===== config.mk =====
export PLATFORM = sky130hd
export DESIGN_NAME = ibex_efpga_if
export DESIGN_NICKNAME = d
export VERILOG_FILES = /design/src/rtl/ibex_efpga_if.sv
export SDC_FILE = /design/constraint.sdc
export NUM_CORES = 1
export LEC_CHECK = 0
export CORE_AREA = 2 2 133 135
export CTS_BUF_LIST = sky130_fd_sc_hd__clkbuf_2 sky130_fd_sc_hd__clkbuf_4 sky130_fd_sc_hd__clkbuf_8
export DETAILED_ROUTE_END_ITERATION = 10
export DIE_AREA = 0 0 135 137
export GPL_ROUTABILITY_DRIVEN = 1
export PLACE_DENSITY = 0.92
export SYNTH_ARGS = -nofsm -noshare
export SYNTH_HDL_FRONTEND = slang
export SYNTH_SLANG_ARGS = --single-unit

===== constraint.sdc =====
create_clock -name clk -period 4.5 [get_ports clk]
set_clock_uncertainty 0.15 [all_clocks]
set_input_delay 0.45 -clock clk [delete_from_list [all_inputs] [get_ports clk]]
set_output_delay 0.45 -clock clk [all_outputs]
set_load 0.05 [all_outputs]

===== src/rtl/ibex_efpga_if.sv =====
// Launch/wait/hold sequencer between the execute stage and the eFPGA fabric.
// Optional watchdog in WAIT is compiled in with `define IBEX_EFPGA_TIMEOUT_EN.
module ibex_efpga_if #(
   parameter int TIMEOUT_CYCLES = 255
) (
   input  logic        clk,
   input  logic        rst,
   input  logic        req_i,
   output logic        ready_o,
   input  logic [1:0]  operator_i,
   input  logic [31:0] operand_a_i,
   input  logic [31:0] operand_b_i,
   input  logic [3:0]  delay_i,
   input  logic        flush_i,
   output logic        fab_en_o,
   output logic [1:0]  fab_op_o,
   output logic [31:0] fab_a_o,
   output logic [31:0] fab_b_o,
   input  logic [31:0] fab_res_a_i,
   input  logic [31:0] fab_res_b_i,
   input  logic [31:0] fab_res_c_i,
   input  logic        fab_done_i,
   output logic        valid_o,
   input  logic        ack_i,
   output logic [31:0] result_a_o,
   output logic [31:0] result_b_o,
   output logic [31:0] result_c_o,
   output logic        err_o,
   output logic [1:0]  dbg_state_o
);

   // Handshake: req_i is taken only in a cycle with ready_o=1; results are
   // offered with valid_o=1 and retired by ack_i; flush_i overrides both.
   typedef enum logic [1:0] {
      S_IDLE   = 2'd0,
      S_LAUNCH = 2'd1,
      S_WAIT   = 2'd2,
      S_HOLD   = 2'd3
   } state_t;

   state_t      r_state, w_next;
   logic [1:0]  r_op;
   logic [31:0] r_a, r_b;
   logic [3:0]  r_delay, r_cnt;
   logic [31:0] r_res_a, r_res_b, r_res_c;
   logic        w_accept, w_done_hit, w_timeout;

   assign w_accept   = (r_state == S_IDLE) && req_i && !flush_i;
   assign w_done_hit = (r_state == S_WAIT) &&
                       ((r_delay == 4'd0) ? fab_done_i : (r_cnt == 4'd1));

`ifdef IBEX_EFPGA_TIMEOUT_EN
   localparam logic [7:0] LP_WDOG_LAST = 8'(TIMEOUT_CYCLES - 1);
   logic [7:0] r_wdog;
   logic       r_err;

   // A real completion in the last allowed WAIT cycle still wins over expiry.
   assign w_timeout = (r_state == S_WAIT) && !w_done_hit && (r_wdog == LP_WDOG_LAST);

   always_ff @(posedge clk) begin
      if (rst) begin
         r_wdog <= 8'd0;
         r_err  <= 1'b0;
      end else begin
         if (r_state == S_LAUNCH)    r_wdog <= 8'd0;
         else if (r_state == S_WAIT) r_wdog <= r_wdog + 8'd1;
         if (flush_i)                         r_err <= 1'b0;
         else if (w_timeout)                  r_err <= 1'b1;
         else if (r_state == S_HOLD && ack_i) r_err <= 1'b0;
      end
   end

   assign err_o = r_err;
`else
   logic w_unused_timeout;
   assign w_unused_timeout = (TIMEOUT_CYCLES == 0);
   assign w_timeout        = 1'b0;
   assign err_o            = 1'b0;
`endif

   always_ff @(posedge clk) begin
      if (rst) r_state <= S_IDLE;
      else     r_state <= w_next;
   end

   always_comb begin
      w_next = r_state;
      if (flush_i) begin
         w_next = S_IDLE;
      end else begin
         case (r_state)
            S_IDLE:   if (req_i) w_next = S_LAUNCH;
            S_LAUNCH: w_next = S_WAIT;
            S_WAIT:   if (w_done_hit || w_timeout) w_next = S_HOLD;
            S_HOLD:   if (ack_i) w_next = S_IDLE;
            default:  w_next = S_IDLE;
         endcase
      end
   end

   // A flush arriving in LAUNCH suppresses the strobe so the fabric never starts.
   always_comb begin
      ready_o  = (r_state == S_IDLE);
      valid_o  = (r_state == S_HOLD);
      fab_en_o = (r_state == S_LAUNCH) && !flush_i;
   end

   always_ff @(posedge clk) begin
      if (rst) begin
         r_op    <= 2'd0;
         r_a     <= 32'd0;
         r_b     <= 32'd0;
         r_delay <= 4'd0;
         r_cnt   <= 4'd0;
         r_res_a <= 32'd0;
         r_res_b <= 32'd0;
         r_res_c <= 32'd0;
      end else begin
         if (w_accept) begin
            r_op    <= operator_i;
            r_a     <= operand_a_i;
            r_b     <= operand_b_i;
            r_delay <= delay_i;
         end
         if (r_state == S_LAUNCH && !flush_i)
            r_cnt <= r_delay;
         else if (r_state == S_WAIT && !flush_i && r_delay != 4'd0 && r_cnt != 4'd1)
            r_cnt <= r_cnt - 4'd1;
         if (!flush_i && w_done_hit) begin
            r_res_a <= fab_res_a_i;
            r_res_b <= fab_res_b_i;
            r_res_c <= fab_res_c_i;
         end else if (!flush_i && w_timeout) begin
            r_res_a <= 32'd0;
            r_res_b <= 32'd0;
            r_res_c <= 32'd0;
         end
      end
   end

   assign fab_op_o    = r_op;
   assign fab_a_o     = r_a;
   assign fab_b_o     = r_b;
   assign result_a_o  = r_res_a;
   assign result_b_o  = r_res_b;
   assign result_c_o  = r_res_c;
   assign dbg_state_o = r_state;

endmodule


==> results.sh <==
export IMPL_insertion_delay_ps=450
export IMPL_port_buffers=338
export IMPL_start_util=0.415
export IMPL_cts_root_buf="clkbuf_8"
export IMPL_syn_inst=776
export IMPL_fill_cells=1358
export IMPL_hold_buffers=0
export IMPL_antenna_found_initial=0
export IMPL_holdWs_ps=307
export IMPL_worstPathRequired_ps=3900
export IMPL_grt_setup_unrepaired="no"
export IMPL_power_density_nw_per_um2=284
export IMPL_core_area_um2=17100
export IMPL_fp_dieArea_um2=18500
export IMPL_num_rows=48
export IMPL_hpwl_um=14500
export IMPL_seq_area_frac_synth=0.487
export IMPL_num_vias=6292
export IMPL_ant_nets=0
export IMPL_synthArstFlopShare=0
export IMPL_synthDominantCellAreaShare=0.487
export IMPL_cpPeakStageDelay_ps=830
export IMPL_cp_common_cell="inv_1"
export IMPL_dp_cells=1290
export IMPL_grt_max_degree=225
export IMPL_final_area_um2=10900
export IMPL_drc=0
export IMPL_setup_viol=0
export IMPL_tightest_slew_ps=1140
export IMPL_stdcell_count=1322
export IMPL_syn_area_um2=7080
export IMPL_clk_pin_slew_ps=100
export IMPL_numCtsBuffers=17
export IMPL_synth_nets=954
export IMPL_finalHoldViolCount=0
export IMPL_status="finished, final reports clean"
export IMPL_arrival_ps=2210
export IMPL_yosysMostFrequentCell="nand2b_1"
export IMPL_nets=1262
export IMPL_wire_per_inst_um=15.1
export IMPL_cts_sinks=172
export IMPL_ys_types=28
export IMPL_path_class="reg -> out"
export IMPL_slowest_stage="clkdlybuf4s50_1"
export IMPL_placed_area_um2=10600
export IMPL_hold_path_class="reg -> reg"
export IMPL_drv_slew=0
export IMPL_grt_ovfl_total=0
export IMPL_area_growth_pct=54.7
export IMPL_grt_pass1_vias=6233
export IMPL_drv_cap=0
export IMPL_cts_buffer_depth=2
export IMPL_max_freq_ghz=0.356
export IMPL_first_iter_violations=202
export IMPL_period_needed_ps=2810
export IMPL_ys_ff_latch=172
export IMPL_vias_per_cell=4.76
export IMPL_synthFlopType="dfxtp_1"
export IMPL_synth_top_area_cell="dfxtp_1"
export IMPL_wl_um=20000
export IMPL_syn_area_per_cell_um2=9.12
export IMPL_synth_edf_count=0
export IMPL_end_kind="output port"
export IMPL_critPathMaxFanout=5
export IMPL_num_io_pins=340
export IMPL_grt_util_all_layers=0.208
export IMPL_place_ws_ps=1650
export IMPL_post_cts_buffers=0
export IMPL_gp_congestion=0.809
export IMPL_timing_slew_headroom=0.237
export IMPL_h_tree_depth=4
export IMPL_setup_tns_ps=0
export IMPL_synth_warnings=0
export IMPL_die_y_um=137
export IMPL_irDropWorstVdd_mv=0.232
export IMPL_die_w_um=135
export IMPL_synth_common_cells="nand2b_1, dfxtp_1, nand2_1"
export IMPL_cts_tree="yes"
export IMPL_drive_gt1_frac=0.0383
export IMPL_grt_pass1_wl_um=30500
export IMPL_fin_crit_sh=0.625
export IMPL_diodes=0
export IMPL_layout_setup_ws_ps=1690
export IMPL_synthTopCellsByArea="dfxtp_1, nand2b_1, mux2i_1"
export IMPL_p_leak_nw=3.76
export IMPL_worstPathCellList="inv_1 > ha_1 > nand2b_1 > inv_1 > clkdlybuf4s50_1"
export IMPL_first_pass_iters=4
export IMPL_start_kind="flop"
export IMPL_ctsResizeCount=0
==> sequential cells by signal (all words and copies together), names as in the netlist <==
register and flops:
fab_op_o 2, dbg_state_o 2, r_cnt 4, fab_b_o 32, r_delay 4, fab_a_o 32, result_b_o 32, result_c_o 32
result_a_o 32
==> layer usage <==
layer  part of all wire  GRT usage
met1               0.38      0.217
met2               0.50      0.368
met3               0.10     0.0893
met4              0.024     0.0856
met5                  0          0
==> cell usage in the layout (no fill, tap or decap), drive strengths merged, types with 3 or more instances in the layout <==
cell type,synthesis,routed
clkinvlp,0,3
clkinv,0,4
ha,6,6
a21oi,71,71
mux2i,99,99
nor2,6,6
clkbuf,43,19
nand2,142,142
inv,7,13
buf,12,7
nand2b,195,195
nor3b,3,3
dfxtp,172,172
clkdlybuf4s50,0,337
==> cell families (layout without fill, tap and decap cells) <==
logic type	after synthesis	after routing	synth area share
multiplexers	99	99	0.140
XOR/XNOR	1	1	0.00124
buffers and inverters	62	383	0.0370
AO/OA/AOI/OAI	81	81	0.0608
other	1	1	0.000530
adder cells (fa/ha/maj)	6	6	0.0106
flip-flops	172	172	0.487
AND/OR/NAND/NOR	354	354	0.263
==> path summary, 6_finish.rpt <==
check	from	end	slack [ps]	cells past startpoint
hold / removal	fab_a_o[20]$_SDFFE_PP0P_	fab_a_o[20]$_SDFFE_PP0P_	310	2
setup / recovery	dbg_state_o[1]$_SDFFE_PP0P_	fab_en_o	1690	5
setup reg to reg	r_cnt[0]$_SDFFE_PP0P_	result_c_o[15]$_SDFFE_PP0P_	1770	6
hold reg to reg	fab_a_o[20]$_SDFFE_PP0P_	fab_a_o[20]$_SDFFE_PP0P_	310	2
==> where the power goes <==
group	internal (W)	switching (W)
Clock	0.000415	0.000609
Sequential	0.00156	0.0000202
Combinational	0.000254	0.000260
Total	0.00223	0.000889
==> area by class of cell <==
type,instances,area [um2],share of cell area
Clock buffer,19,255,0.0233
Clock inverter,13,105,0.00960
Inverter,7,26.3,0.00240
Multi-Input combinational cell,542,3380,0.309
Sequential cell,172,3440,0.315
Tap cell,225,282,0.0257
Timing Repair Buffer,344,3450,0.316
==> through the flow <==
stage / power [W] / util
after floorplan: 0.00188 / -
after global placement: 0.00212 / 0.621
after global routing: 0.00325 / 0.642
after detailed placement: 0.00213 / 0.621
final: 0.00311 / 0.642
after CTS: 0.00316 / 0.642
==> worst max-delay path: cells and delay by family (launching register included) <==
| kind | cells | cell delay, ps |
|---|---|---|
| buffers and inverters | 3 | 1050 |
| flip-flops | 1 | 360 |
| adder cells (fa/ha/maj) | 1 | 200 |
| AND/OR/NAND/NOR | 1 | 150 |
Note: power is estimated with default switching activity, not from simulation.
